**src/rtl/pov_led_pkg.sv**
```systemverilog
// Shared definitions for the POV LED sequencer: register map, CTRL/STATUS
// bit positions, reset values and the column FSM state encoding.
package pov_led_pkg;

    // Register word addresses
    localparam logic [3:0] ADDR_CTRL     = 4'd0;
    localparam logic [3:0] ADDR_PERIOD   = 4'd1;
    localparam logic [3:0] ADDR_CLKDIV   = 4'd2;
    localparam logic [3:0] ADDR_STATUS   = 4'd3;
    localparam logic [3:0] ADDR_BUF_BASE = 4'd8;

    // CTRL / STATUS bit positions
    localparam int CTRL_ENABLE_BIT  = 0;
    localparam int CTRL_CLR_OVR_BIT = 1;
    localparam int STATUS_BUSY_BIT  = 0;
    localparam int STATUS_OVR_BIT   = 1;
    localparam int STATUS_COL_LSB   = 4;

    // Reset values
    localparam logic [15:0] PERIOD_RST = 16'h03E7;
    localparam logic [7:0]  CLKDIV_RST = 8'h01;
    localparam logic [15:0] PERIOD_MAX = 16'hFFFF;

    // Column FSM states
    typedef enum logic [2:0] {
        ST_IDLE     = 3'd0,
        ST_LOAD     = 3'd1,
        ST_SHIFT_LO = 3'd2,
        ST_SHIFT_HI = 3'd3,
        ST_LATCH    = 3'd4,
        ST_WAIT     = 3'd5
    } state_e;

    // Period counter increment that sticks at full scale instead of wrapping
    function automatic logic [15:0] sat_inc16(input logic [15:0] v);
        return (v == PERIOD_MAX) ? v : v + 16'd1;
    endfunction

endpackage

```
**src/rtl/pov_led_shifter.sv**
```systemverilog
// Serial shifter for one LED column: holds the column word, times each sclk
// half-period (CLKDIV+1 clocks) and shifts MSB-first on request.
module pov_led_shifter
    import pov_led_pkg::*;
#(
    parameter int NUM_LEDS = 16
) (
    input  logic                csi_clk,
    input  logic                rsi_reset_n,
    input  logic                load_i,      // capture column word and divider
    input  logic [NUM_LEDS-1:0] data_i,
    input  logic [7:0]          clkdiv_i,
    input  logic                run_i,       // FSM is in SHIFT_LO or SHIFT_HI
    input  logic                shift_i,     // end of a SHIFT_HI phase
    output logic                half_done_o, // current half-period has elapsed
    output logic                last_bit_o,  // the bit on the line is the last one
    output logic                msb_o
);

    logic [NUM_LEDS-1:0] shreg_q;
    logic [7:0]          div_q;
    logic [7:0]          clkdiv_q;
    logic [5:0]          bit_q;

    assign half_done_o = run_i && (div_q == clkdiv_q);
    assign last_bit_o  = (bit_q == 6'(NUM_LEDS - 1));
    assign msb_o       = shreg_q[NUM_LEDS-1];

    // Shift register, half-period divider and bit counter
    // NOTE: every register in a clocked block is assigned with <= so all flops
    // sample the same pre-edge values regardless of statement order.
    always_ff @(posedge csi_clk or negedge rsi_reset_n) begin
        if (!rsi_reset_n) begin
            shreg_q  <= '0;
            div_q    <= '0;
            clkdiv_q <= CLKDIV_RST;
            bit_q    <= '0;
        end else if (load_i) begin
            shreg_q  <= data_i;
            clkdiv_q <= clkdiv_i;
            div_q    <= '0;
            bit_q    <= '0;
        end else if (run_i) begin
            div_q <= half_done_o ? 8'd0 : div_q + 8'd1;
            if (shift_i) begin
                shreg_q <= shreg_q << 1;
                bit_q   <= bit_q + 6'd1;
            end
        end
    end

endmodule

```
**src/rtl/pov_led_sequencer.sv**
```systemverilog
// POV LED sequencer: Avalon-MM register file, column buffer and the column
// FSM driving an external LED shift-register chain.
// Optional build macro POV_SYNC_EN adds the sync_in frame-restart input.
module pov_led_sequencer
    import pov_led_pkg::*;
#(
    parameter int NUM_LEDS = 16,
    parameter int NUM_COLS = 8
) (
    input  logic        csi_clk,
    input  logic        rsi_reset_n,
`ifdef POV_SYNC_EN
    input  logic        sync_in,
`endif
    input  logic [3:0]  avs_address,
    input  logic        avs_write,
    input  logic        avs_read,
    input  logic [31:0] avs_writedata,
    output logic [31:0] avs_readdata,
    output logic        led_sclk,
    output logic        led_sdata,
    output logic        led_latch,
    output logic        frame_done
);

    localparam logic [2:0] COL_LAST = 3'(NUM_COLS - 1);

    state_e              state_q, state_d;
    logic [2:0]          col_q, col_d;
    logic [15:0]         cnt_q, cnt_d;
    logic [15:0]         period_q, period_act_q;
    logic [7:0]          clkdiv_q;
    logic                enable_q;
    logic                overrun_q;
    logic [NUM_LEDS-1:0] buf_q [NUM_COLS];
    logic [31:0]         readdata_q, rdata_d;

    logic       ovr_set, clr_ovr, wr_ctrl, buf_sel, sync_force;
    logic       shift, half_done, last_bit, msb;
    logic [3:0] buf_off;
    logic       unused_wdata;

    assign wr_ctrl      = avs_write && (avs_address == ADDR_CTRL);
    assign clr_ovr      = wr_ctrl && avs_writedata[CTRL_CLR_OVR_BIT];
    assign buf_off      = avs_address - ADDR_BUF_BASE;
    assign buf_sel      = (avs_address >= ADDR_BUF_BASE) && (buf_off < 4'(NUM_COLS));
    assign unused_wdata = ^avs_writedata;

    // Control and timing registers; new PERIOD/CLKDIV are only used from the next LOAD
    always_ff @(posedge csi_clk or negedge rsi_reset_n) begin
        if (!rsi_reset_n) begin
            enable_q <= 1'b0;
            period_q <= PERIOD_RST;
            clkdiv_q <= CLKDIV_RST;
        end else if (avs_write) begin
            case (avs_address)
                ADDR_CTRL:   enable_q <= avs_writedata[CTRL_ENABLE_BIT];
                ADDR_PERIOD: period_q <= avs_writedata[15:0];
                ADDR_CLKDIV: clkdiv_q <= avs_writedata[7:0];
                default:     ;
            endcase
        end
    end

    // Column buffer
    // NOTE: this small register array is explicitly cleared on reset; a large
    // RAM-style buffer would normally be left unreset so it maps onto block RAM.
    always_ff @(posedge csi_clk or negedge rsi_reset_n) begin
        if (!rsi_reset_n) begin
            for (int i = 0; i < NUM_COLS; i++) buf_q[i] <= '0;
        end else if (avs_write && buf_sel) begin
            buf_q[buf_off[2:0]] <= avs_writedata[NUM_LEDS-1:0];
        end
    end

    // Sticky overrun flag; a new overrun beats a simultaneous clear
    always_ff @(posedge csi_clk or negedge rsi_reset_n) begin
        if (!rsi_reset_n)  overrun_q <= 1'b0;
        else if (ovr_set)  overrun_q <= 1'b1;
        else if (clr_ovr)  overrun_q <= 1'b0;
    end

    // Read data mux; unused bits and unmapped addresses return zero
    // NOTE: the default assignment first guarantees every path writes rdata_d,
    // so no latch is inferred for the unlisted cases.
    always_comb begin
        rdata_d = '0;
        case (avs_address)
            ADDR_CTRL:   rdata_d[CTRL_ENABLE_BIT] = enable_q;
            ADDR_PERIOD: rdata_d[15:0] = period_q;
            ADDR_CLKDIV: rdata_d[7:0]  = clkdiv_q;
            ADDR_STATUS: begin
                rdata_d[STATUS_BUSY_BIT]        = (state_q != ST_IDLE);
                rdata_d[STATUS_OVR_BIT]         = overrun_q;
                rdata_d[STATUS_COL_LSB +: 3]    = col_q;
            end
            default: if (buf_sel) rdata_d[NUM_LEDS-1:0] = buf_q[buf_off[2:0]];
        endcase
    end

    // Registered read data, one cycle after avs_read
    always_ff @(posedge csi_clk or negedge rsi_reset_n) begin
        if (!rsi_reset_n)  readdata_q <= '0;
        else if (avs_read) readdata_q <= rdata_d;
    end

    assign avs_readdata = readdata_q;

`ifdef POV_SYNC_EN
    logic [2:0] sync_q;

    // Double-flop synchroniser plus one stage for rising-edge detection
    always_ff @(posedge csi_clk or negedge rsi_reset_n) begin
        if (!rsi_reset_n) sync_q <= '0;
        else              sync_q <= {sync_q[1:0], sync_in};
    end

    assign sync_force = sync_q[1] && !sync_q[2] && (state_q != ST_IDLE);
`else
    assign sync_force = 1'b0;
`endif

    // FSM next state, column index, period counter and overrun detection
    always_comb begin
        state_d = state_q;
        col_d   = col_q;
        ovr_set = 1'b0;
        shift   = 1'b0;
        case (state_q)
            ST_IDLE: begin
                if (enable_q) begin
                    state_d = ST_LOAD;
                    col_d   = '0;
                end
            end
            ST_LOAD:     state_d = ST_SHIFT_LO;
            ST_SHIFT_LO: if (half_done) state_d = ST_SHIFT_HI;
            ST_SHIFT_HI: begin
                if (half_done) begin
                    shift   = 1'b1;
                    state_d = last_bit ? ST_LATCH : ST_SHIFT_LO;
                end
            end
            ST_LATCH: begin
                state_d = ST_WAIT;
                ovr_set = (cnt_q >= period_act_q);
            end
            ST_WAIT: begin
                if (cnt_q >= period_act_q) begin
                    if (enable_q) begin
                        state_d = ST_LOAD;
                        col_d   = (col_q == COL_LAST) ? 3'd0 : col_q + 3'd1;
                    end else begin
                        state_d = ST_IDLE;
                    end
                end
            end
            default: state_d = ST_IDLE;
        endcase
        if (sync_force) begin
            state_d = ST_LOAD;
            col_d   = '0;
        end
        cnt_d = (state_d == ST_LOAD) ? 16'd0 : sat_inc16(cnt_q);
    end

    // FSM state, column, counter and the period in force for this column
    always_ff @(posedge csi_clk or negedge rsi_reset_n) begin
        if (!rsi_reset_n) begin
            state_q      <= ST_IDLE;
            col_q        <= '0;
            cnt_q        <= '0;
            period_act_q <= PERIOD_RST;
        end else begin
            state_q <= state_d;
            col_q   <= col_d;
            cnt_q   <= cnt_d;
            if (state_q == ST_LOAD) period_act_q <= period_q;
        end
    end

    pov_led_shifter #(
        .NUM_LEDS (NUM_LEDS)
    ) u_shifter (
        .csi_clk     (csi_clk),
        .rsi_reset_n (rsi_reset_n),
        .load_i      (state_q == ST_LOAD),
        .data_i      (buf_q[col_q]),
        .clkdiv_i    (clkdiv_q),
        .run_i       ((state_q == ST_SHIFT_LO) || (state_q == ST_SHIFT_HI)),
        .shift_i     (shift),
        .half_done_o (half_done),
        .last_bit_o  (last_bit),
        .msb_o       (msb)
    );

    assign led_sclk   = (state_q == ST_SHIFT_HI);
    assign led_sdata  = ((state_q == ST_SHIFT_LO) || (state_q == ST_SHIFT_HI)) && msb;
    assign led_latch  = (state_q == ST_LATCH);
    assign frame_done = (state_q == ST_LATCH) && (col_q == COL_LAST);

endmodule

```
**config.mk**
```make
export PLATFORM = sky130hd
export DESIGN_NAME = pov_led_sequencer
export DESIGN_NICKNAME = d
export VERILOG_FILES = /design/src/rtl/pov_led_pkg.sv /design/src/rtl/pov_led_shifter.sv /design/src/rtl/pov_led_sequencer.sv
export SDC_FILE = /design/constraint.sdc
export NUM_CORES = 1
export LEC_CHECK = 0
export BUFFER_PORTS_ARGS = -buffer_cell sky130_fd_sc_hd__buf_2
export CAP_MARGIN = 20
export CORE_MARGIN = 5
export CORE_UTILIZATION = 60
export DETAILED_ROUTE_END_ITERATION = 8
export GPL_TIMING_DRIVEN = 1
export PLACE_DENSITY = 0.83
export SYNTH_ARGS = -nofsm -noshare
export SYNTH_HDL_FRONTEND = slang
export SYNTH_SLANG_ARGS = --single-unit
```
**constraint.sdc**
```tcl
create_clock -name csi_clk -period 3.6 [get_ports csi_clk]
set_clock_uncertainty 0.15 [all_clocks]
set_input_delay 0.72 -clock csi_clk [delete_from_list [all_inputs] [get_ports csi_clk]]
set_output_delay 0.72 -clock csi_clk [all_outputs]
set_load 0.05 [all_outputs]
```
==> results.py, run 1 <==
metrics = {
    "status": {
        "result_of_the_run": "finished with violations",
        "failed_checks": "negative hold slack",
    },
    "drt": {
        "drtIter0Drc": 826,
        "drt_wl_total_mm": 32.37,
        "via_count_of_the_routed_design": 9113,
        "antenna_violation_net_count_after_detailed_routing": 0,
        "drt_pre_antenna_iters": 8,
        "total_drc_errors_in_the_routed_layout": 0,
        "viasPerCell": 6.575,
        "wl_per_cell_um": 23.35,
    },
    "worst_setup_path": {
        "crit_path_end_kind": "register",
        "critical_path_depth": 8,
        "worstPathRequired_ns": 3.79,
        "timing.critical_path.from_type": "register",
        "path_cells": "inv_1 -> ha_1 -> nand4_1 -> or4_1 -> o32a_1 -> a211oi_4 -> buf_4 -> a2111oi_0",
        "timing.reg2reg.worst_path_depth": 8,
        "critPathTopFamily": "compound AO/OA/AOI/OAI gates",
        "timing.critical_path.slowest_stage_cell": "dfstp_2",
        "critPathMaxFanout": 16,
        "critical_path.n_buffers_inverters": 2,
        "slowest_delay_ns": 0.52,
        "cp.arrival_ns": 3.17,
        "worstSetupPathType": "reg2reg",
    },
    "sta": {
        "timing.final.max_slew_violations": 0,
        "finalHoldViolCount": 37,
        "timing.fmax_mhz": 335.6,
        "totalNegativeSetupSlack_ns": 0,
        "period_share": 0.8277,
        "setup_repair_after_global_routing_missed_its_margin": "no",
        "whs_ns": -0.01526,
        "finalSetupViolCount": 0,
        "max_slew.worst_pin.slew_ns": 0.7688,
        "relSlewSlack": 0.4828,
        "period_needed_ns": 2.980,
    },
    "global_routing": {
        "globalRouteOverflowTotal": 0,
        "antenna_found_initial": 1,
        "groute.usage.overall": 0.2712,
        "grt_pass1_vias": 9500,
        "wire_length_of_the_first_global_routing_pass_mm": 51.98,
        "grt_start_max_net_pins": 74,
    },
    "placed_design": {
        "gp_congestion": 0.8993,
        "detailedPlacementHpwl_mm": 21.98,
        "dpl_cell_area_um2": 13260,
        "input_output_buffers": 43,
    },
    "power_and_ir_drop": {
        "power_per_cell_area_nw_per_um2": 664.1,
        "worst_ir_drop_vdd_mv": 0.3883,
        "p_leak_uw": 0.005942,
    },
    "yosys": {
        "synth_ff_type": "dfrtp_1",
        "synth_top_area_frac": 0.4509,
        "synth_sequential_area_ratio": 0.4883,
        "synthesis.area_um2": 12650,
        "yosys-mux-area-fraction": 0.2568,
        "synth-async-reset-ratio": 1.000,
        "synth_compound_gate_area_share": 0.1028,
        "synth_enable_flop_cells": 0,
        "yosys_warnings": 0,
        "ys_top_cells_by_count": "dfrtp_1 (228), mux2_2 (181), nor2_1 (64)",
        "synth-simple-area-share": 0.07338,
        "ys_seq_elements": 246,
        "yosys.cell_count.top_type": "dfrtp_1",
        "synthesized_instance_count": 1050,
        "yosys-top-cells-area": "dfrtp_1 (45%), mux2_2 (16%), mux4_2 (7.1%)",
        "xor_xnor_portion_of_the_synthesized_cell_area": 0.01869,
        "synth_adder_area_share": 0.02077,
        "synth.distinct_cells": 52,
        "syn_area_per_cell_um2": 12.05,
        "synthDominantAreaCellType": "dfrtp_1",
        "dominant_combinational_cell_family_by_area_after_synthesis": "multiplexers",
    },
    "min_path": {
        "hold_path.class": "in2async",
    },
    "final_layout": {
        "multi_input_area_um2": 6061,
        "layout.core_utilization": 0.6743,
        "design_area_um2": 14090,
        "layout-drive-gt1-share": 0.3411,
        "area.sequential_um2": 6180,
        "insertedDiodeCount": 0,
        "syn2layout_area_growth_pct": 11.33,
        "num-fill-cells": 1475,
        "design.final.nets": 1152,
    },
    "floorplan": {
        "floorplan.core_area_um2": 20890,
        "fp.dieH_um": 155.2,
        "pin_count": 76,
        "die_x_um": 155.2,
        "die_area_um2": 24090,
        "start_util": 0.6057,
        "std_cell_rows": 53,
    },
    "clock_tree": {
        "tritoncts": "built",
        "ctsHoldBuffers": 0,
        "post-cts-setup-buffers": 0,
        "tritoncts.num_buffers": 26,
        "ctsRootBufferMaster": "clkbuf_16",
        "clock_latency_ns": 0.54,
        "cts-htree-levels": 1,
        "clk_pin_slew_ns": 0.06,
        "cts_buffer_depth": 3,
        "tritoncts_num_sinks": 246,
        "ctsResizeCount": 0,
    },
    "job": {
        "maxCapViolations": 0,
    },
}
-- logic make-up after synthesis --
logic type	after synthesis
buffers and inverters	111
multiplexers	252
flip-flops	246
adder cells (fa/ha/maj)	21
other	1
XOR/XNOR	27
AND/OR/NAND/NOR	203
AO/OA/AOI/OAI	189
-- worst register-to-register path: stages, from the launching register on --
cell       delay, ns
dfstp_2         0.52
inv_1           0.05
ha_1            0.29
nand4_1         0.12
or4_1           0.51
o32a_1          0.38
a211oi_4        0.36
buf_4           0.28
a2111oi_0       0.14
-- path summary, 6_finish.rpt --
path / from / slack [ns] / endpoint
worst min register to register: period_q[6] / 0.34 / period_act_q[6]
worst min-delay path: rsi_reset_n / -0.02 / period_act_q[14]
worst max register to register: period_act_q[9] / 0.62 / cnt_q[10]
max in group asynchronous: rsi_reset_n / 2.40 / period_q[8]
min in group csi_clk: period_q[6] / 0.34 / period_act_q[6]
worst max-delay path: period_act_q[9] / 0.62 / cnt_q[10]
-- per-stage QoR --
step           worst slack, ns  total power (uW)  std cells
3_3_place_gp            0.7212              6566       1338
3_5_place_dp            0.6420              6751       1338
2_1_floorplan           0.7932              5992       1065
6_report                0.6202              9355       1386
5_1_grt                 0.5167              9865       1386
4_1_cts                 0.6188              9351       1386
-- layer usage --
metal  vias to the layer above  part of all wire  wire (um)  global-route usage
met5                         -           0.00025          8                   0
met1                      4574              0.39      12640              0.3601
met4                         2             0.036       1171             0.08962
li1                       3956                 -          -                   -
met3                       104             0.093       3019             0.06259
met2                       477              0.48      15530              0.4461
-- state kept, by name (all words and copies together), names as in the netlist --
signal / cells
clkdiv_q: 8
cnt_q: 16
buf_q: 128
period_act_q: 16
col_q: 3
u_shifter.bit_q: 6
avs_readdata: 16
u_shifter.clkdiv_q: 8
enable_q: 1
period_q: 16
overrun_q: 1
state_q: 3
u_shifter.div_q: 8
u_shifter.shreg_q: 16
-- area by class of cell --
cell class | count | area share
clock buffer | 41 | 0.05596
clock inverter | 7 | 0.002665
multi-input combinational | 708 | 0.4303
tap | 275 | 0.02443
sequential | 246 | 0.4387
inverter | 22 | 0.005863
timing repair buffer | 87 | 0.04210
-- power by group --
group          switching [uW]  internal [uW]
logic                    1330           1230
clock network            1100           1500
registers                 661           3540
total                    3080           6270
-- cells in the final DEF (no fill, tap or decap), drive strengths merged, types with 18 or more instances in the layout --
master,count
dfrtp,228
mux2,181
buf,87
nor2,64
nand2,55
clkbuf,41
mux4,40
a21oi,33
o21ai,32
mux2i,31
o22ai,28
nor3,28
xnor2,23
inv,22
ha,21
dfstp,18
No activity file was read; power rests on OpenSTA's default activity.
==> run 2: changes to the inputs <==
==> constraint.sdc (replaced) <==
create_clock -name csi_clk -period 2.9 [get_ports csi_clk]
set_clock_uncertainty 0.15 [all_clocks]
set_input_delay 0.58 -clock csi_clk [delete_from_list [all_inputs] [get_ports csi_clk]]
set_output_delay 0.58 -clock csi_clk [all_outputs]
set_load 0.05 [all_outputs]
==> run 2 against run 1 <==
Against the previous run: the run ends with negative setup slack left; global-route usage is 0.85 points higher; maximum frequency increased by 2.5%; core utilization is 1.5 points higher; clock-buffer cell count rose by 2; routed wire length grew 3.1%; critical path depth decreased by 1; first-iteration DRC count down 1.6%; worst hold slack gained 0.26 ns; non-clock buffer count is 22 higher; sequential power rose by 24%; design area is 2.2% higher; largest cell class unchanged; largest power group unchanged; highest routed layer is now met4.
==> results.py, run 2 (synthesis gave the netlist of run 1 again) <==
metrics = {
    "status": {
        "result_of_the_run": "finished with violations",
        "failed_checks": "negative setup slack",
    },
    "floorplan": {
        "start_util": 0.6057,
        "pin_count": 76,
        "std_cell_rows": 53,
        "fp.dieH_um": 155.2,
        "floorplan.core_area_um2": 20890,
        "die_area_um2": 24090,
        "die_x_um": 155.2,
    },
    "drt": {
        "total_drc_errors_in_the_routed_layout": 0,
        "drt_pre_antenna_iters": 5,
        "via_count_of_the_routed_design": 9252,
        "drtIter0Drc": 813,
        "wl_per_cell_um": 23.69,
        "drt_wl_total_mm": 33.38,
        "antenna_violation_net_count_after_detailed_routing": 0,
        "viasPerCell": 6.566,
    },
    "final_layout": {
        "syn2layout_area_growth_pct": 13.81,
        "multi_input_area_um2": 6110,
        "layout.cells.most_common": "dfrtp_1",
        "insertedDiodeCount": 0,
        "layout.cells.most_common_list": "dfrtp_1 (226), mux2_2 (178), nor2_1 (63)",
        "finalNonFillerCells": 1409,
        "largest_register_ff_count": 128,
        "area.sequential_um2": 6181,
        "layout.core_utilization": 0.6893,
        "registers.top_by_ff_count": "buf_q",
        "layout-drive-gt1-share": 0.3589,
        "num-fill-cells": 1432,
        "design.final.nets": 1175,
    },
    "sta": {
        "relSlewSlack": 0.4831,
        "worst_slack_ns": -0.006574,
        "period_share": 1.002,
        "setup_repair_after_global_routing_missed_its_margin": "yes",
        "finalSetupViolCount": 2,
        "whs_ns": 0.2470,
        "timing.final.max_slew_violations": 0,
        "max_slew.worst_pin.slew_ns": 0.7753,
        "timing.fmax_mhz": 344.0,
        "finalHoldViolCount": 0,
        "period_needed_ns": 2.907,
    },
    "worst_setup_path": {
        "cp.arrival_ns": 3.17,
        "timing.critical_path.from_type": "register",
        "timing.critical_path.slowest_stage_cell": "or4_1",
        "path_cells": "ha_4 -> nand4_1 -> or4_1 -> o32a_1 -> a211oi_4 -> buf_6 -> mux2_4",
        "crit_path_end_kind": "register",
        "worstSetupPathType": "reg2reg",
        "worstPathRequired_ns": 3.17,
        "critPathMaxFanout": 3,
        "slowest_delay_ns": 0.56,
    },
    "placed_design": {
        "detailedPlacementHpwl_mm": 22.10,
        "gp_congestion": 0.8903,
        "dp_cells": 1351,
        "placement.setup.worst_slack_ns": 0.001916,
        "input_output_buffers": 43,
    },
    "clock_tree": {
        "cts_buffer_depth": 3,
        "clock_latency_ns": 0.54,
        "tritoncts_num_sinks": 246,
        "tritoncts": "built",
        "clk_pin_slew_ns": 0.06,
        "tritoncts.num_buffers": 27,
        "cts-htree-levels": 1,
        "ctsRootBufferMaster": "clkbuf_16",
    },
    "power_and_ir_drop": {
        "power_per_cell_area_nw_per_um2": 820.9,
        "worst_ir_drop_vdd_mv": 0.5309,
        "p_leak_uw": 0.006092,
    },
    "min_path": {
        "hold_path.class": "in2reg",
    },
    "global_routing": {
        "grt_pass1_vias": 9653,
        "antenna_found_initial": 0,
        "globalRouteOverflowTotal": 0,
        "wire_length_of_the_first_global_routing_pass_mm": 53.43,
        "groute.usage.overall": 0.2797,
        "grt_start_max_net_pins": 86,
    },
    "job": {
        "maxCapViolations": 0,
    },
}
==> run 2: changes by cell type in the layout (fill, tap and decap cells not counted), sizes merged <==
cell and delta:
buf +21, clkbuf +2, clkinv -2, dlygate4sd3 +1
inv +1
==> run 2: stage by stage <==
step / area, um2 / total power [uW] / TNS (ns)
after global routing: 14400 / 12460 / -0.4311
after floorplan: 12710 / 7438 / 0
after detailed placement: 13400 / 8372 / 0
after global placement: 13400 / 8161 / 0
after CTS: 14280 / 11750 / 0
final: 14400 / 11820 / -0.007240
==> run 2: path summary, 6_finish.rpt <==
check	from	end	slack, ns	cells after the start
worst max-delay path	cnt_q[15]	col_q[1]	-0.007	7
worst min-delay path	avs_writedata[12]	buf_q[12]	0.25	2
worst max register to register	cnt_q[15]	col_q[1]	-0.007	7
worst min register to register	period_q[2]	period_act_q[2]	0.34	2
max in group asynchronous	rsi_reset_n	buf_q[21]	1.36	3
min in group asynchronous	rsi_reset_n	cnt_q[15]	0.47	2
==> run 2: critical path: cells and delay by family, from the launching register on <==
| family | cells | cell delay, ns |
|---|---|---|
| fa+ha+maj | 1 | 0.30 |
| simple gates | 2 | 0.70 |
| flops | 1 | 0.43 |
| buf+inv | 1 | 0.16 |
| mux | 1 | 0.29 |
| compound gates | 2 | 0.75 |
==> run 2: repair_timing <==
action	in CTS	in global routing
hold buffers	1	0
resized for setup	1	11
buffers inserted	0	7
setup endpoints to repair	1	20
cloned	0	1
pin swaps	1	7
endpoints found under the hold margin	65	0
==> run 2: cell type report <==
class | count | area share
clock buffer | 43 | 0.05805
clock inverter | 6 | 0.002520
inverter | 22 | 0.005735
multi-input combinational | 708 | 0.4243
sequential | 246 | 0.4293
tap | 275 | 0.02390
timing repair buffer | 109 | 0.05622
==> run 2: metal layers <==
| metal | vias to the layer above | global-route usage | part of all wire |
|---|---|---|---|
| li1 | 3999 | - | - |
| met1 | 4638 | 0.3714 | 0.39 |
| met2 | 492 | 0.4504 | 0.47 |
| met3 | 123 | 0.05897 | 0.090 |
| met4 | 0 | 0.1201 | 0.049 |
| met5 | - | 0 | 0 |
==> run 2: power breakdown <==
part           internal [uW]  switching, uW
registers               4400            817
logic                   1580           1680
clock network           1960           1380
==> run 3: changes to the inputs <==
--- a/config.mk
+++ b/config.mk
@@ -8,10 +8,10 @@
 export BUFFER_PORTS_ARGS = -buffer_cell sky130_fd_sc_hd__buf_2
 export CAP_MARGIN = 20
 export CORE_MARGIN = 5
-export CORE_UTILIZATION = 60
+export CORE_UTILIZATION = 49
 export DETAILED_ROUTE_END_ITERATION = 8
 export GPL_TIMING_DRIVEN = 1
-export PLACE_DENSITY = 0.83
+export PLACE_DENSITY = 0.68
 export SYNTH_ARGS = -nofsm -noshare
 export SYNTH_HDL_FRONTEND = slang
 export SYNTH_SLANG_ARGS = --single-unit
==> run 3 against run 2 <==
Against the previous run: the run now ends clean; global-route usage fell by 5.2 points; largest power group unchanged; largest cell class unchanged; non-clock buffer count fell by 9; design area fell by 0.14%; first-iteration DRC count rose by 6.5%; setup slack improved by 0.087 ns; sequential power barely moved; critical path depth rose by 1; total power fell by 0.18%; core utilization fell by 12 points; routed wire length fell by 1.9%; maximum frequency rose by 3.1%.
==> results.py, run 3 (synthesis gave the netlist of run 1 again) <==
metrics = {
    "status": {
        "result_of_the_run": "completed",
    },
    "floorplan": {
        "die_x_um": 170.7,
        "start_util": 0.4996,
        "std_cell_rows": 58,
        "die_area_um2": 29140,
        "pin_count": 76,
        "floorplan.core_area_um2": 25330,
        "fp.dieH_um": 170.7,
    },
    "final_layout": {
        "multi_input_area_um2": 6075,
        "area.sequential_um2": 6180,
        "finalNonFillerCells": 1453,
        "layout-drive-gt1-share": 0.3464,
        "largest_register_ff_count": 128,
        "layout.cells.most_common": "dfrtp_1",
        "registers.top_by_ff_count": "buf_q",
        "design_area_um2": 14380,
        "layout.core_utilization": 0.5677,
        "design.final.nets": 1166,
        "insertedDiodeCount": 0,
        "num-fill-cells": 2102,
        "layout.cells.most_common_list": "dfrtp_1 (227), mux2_2 (178), nor2_1 (62)",
        "syn2layout_area_growth_pct": 13.65,
    },
    "global_routing": {
        "wire_length_of_the_first_global_routing_pass_mm": 52.25,
        "groute.usage.overall": 0.2279,
        "globalRouteOverflowTotal": 0,
        "grt_start_max_net_pins": 68,
        "grt_pass1_vias": 8974,
        "antenna_found_initial": 0,
    },
    "clock_tree": {
        "cts_buffer_depth": 3,
        "tritoncts": "built",
        "cts-htree-levels": 1,
        "clock_latency_ns": 0.55,
        "ctsRootBufferMaster": "clkbuf_16",
        "tritoncts.num_buffers": 27,
        "clk_pin_slew_ns": 0.06,
        "tritoncts_num_sinks": 246,
    },
    "drt": {
        "viasPerCell": 6.117,
        "drt_pre_antenna_iters": 5,
        "drt_wl_total_mm": 32.75,
        "wl_per_cell_um": 22.54,
        "drtIter0Drc": 866,
        "via_count_of_the_routed_design": 8888,
        "antenna_violation_net_count_after_detailed_routing": 0,
        "total_drc_errors_in_the_routed_layout": 0,
    },
    "power_and_ir_drop": {
        "power_switching_share": 0.3198,
        "power.combinational.fraction": 0.273,
        "power_per_cell_area_nw_per_um2": 820.6,
        "p_leak_uw": 0.006045,
        "p_sw_uw": 3773,
        "pwr-share-clk": 0.288,
        "worst_ir_drop_vdd_mv": 0.4653,
        "relative_contribution_of_sequential_cells_to_total_power": 0.440,
        "p_int_uw": 8026,
    },
    "worst_setup_path": {
        "regToRegSetupSlack_ns": 0.08,
        "critPathMaxFanout": 4,
        "worstPathRequired_ns": 3.15,
        "crit_path_end_kind": "register",
        "cp.arrival_ns": 3.07,
        "timing.critical_path.from_type": "register",
        "worstSetupPathType": "reg2reg",
    },
    "sta": {
        "timing.final.max_slew_violations": 0,
        "max_slew.worst_pin.slew_ns": 0.7832,
        "finalHoldViolCount": 0,
        "totalNegativeSetupSlack_ns": 0,
        "timing.fmax_mhz": 354.7,
        "finalSetupViolCount": 0,
        "relSlewSlack": 0.4779,
        "period_share": 0.9723,
        "period_needed_ns": 2.820,
    },
    "placed_design": {
        "input_output_buffers": 43,
        "dp_cells": 1403,
        "dpl_cell_area_um2": 13470,
        "gp_congestion": 0.8438,
        "detailedPlacementHpwl_mm": 22.22,
    },
    "min_path": {
        "hold_path.class": "in2reg",
    },
    "job": {
        "maxCapViolations": 0,
    },
}
-- run 3: cell count changes in the layout (fill, tap and decap cells not counted), sizes merged --
cell	previous run	this run
buf	108	99
bufinv	0	2
clkinv	4	1
clkinvlp	1	0
-- run 3: critical path, cell delays in order, from the launching register on --
cell and delay [ns]:
dfstp_2 0.51, inv_1 0.05, ha_1 0.28, nand4_1 0.11
or4_1 0.52, o32a_1 0.40, a211oi_4 0.21, buf_4 0.18
mux2_4 0.30
-- run 3: power by group through the flow --
| stage | logic (uW) | clock network, uW | registers, uW |
|---|---|---|---|
| floorplan | 2400 | 0 | 5040 |
| global placement | 3070 | 0 | 5190 |
| detailed placement | 3190 | 0 | 5220 |
| CTS | 3200 | 3450 | 5170 |
| global route | 3590 | 3600 | 5300 |
| finish | 3220 | 3400 | 5190 |
-- run 3: path summary, 6_finish.rpt --
check	to	startpoint	cells after the start
max reg2reg	col_q[1]	period_act_q[9]	8
max	col_q[1]	period_act_q[9]	8
min in group asynchronous	buf_q[28]	rsi_reset_n	2
max in group asynchronous	period_q[6]	rsi_reset_n	3
min	avs_readdata[0]	avs_read	2
min reg2reg	period_act_q[6]	period_q[6]	2
-- run 3: stage by stage --
step / setup slack [ns] / hold slack, ns / power (uW)
3_3_place_gp: 0.1028 / 0.3274 / 8264
6_report: 0.08034 / 0.2511 / 11800
2_1_floorplan: 0.09315 / 0.1344 / 7438
5_1_grt: -0.02711 / 0.2497 / 12490
3_5_place_dp: 0.06057 / 0.3386 / 8408
4_1_cts: 0.06714 / 0.2271 / 11830
-- run 3: final cells by class --
class / instances / area share
inverters: 22 / 0.005743
clock buffers: 43 / 0.05534
repair buffers: 100 / 0.05282
multi-input cells: 708 / 0.4225
clock inverters: 4 / 0.005134
flip-flops and latches: 246 / 0.4298
well taps: 330 / 0.02872
-- run 3: metal layers --
metal  up-vias  wire length, um  GRT usage  part of all wire
met5         -                0          0                 0
met4         0              945    0.06319             0.029
met3        69             2179    0.03951             0.067
met2       312            15410     0.3630              0.47
met1      4520            14220     0.3254              0.43
li1       3987                -          -                 -
-- run 3: repair_timing --
| item | 4_1_cts | 5_1_grt |
|---|---|---|
| endpoints found under the hold margin | 50 | 0 |
| hold buffers | 1 | 0 |
| gates resized for setup | 0 | 4 |
| endpoints found under the setup margin | 0 | 19 |
| buffers inserted | 0 | 2 |
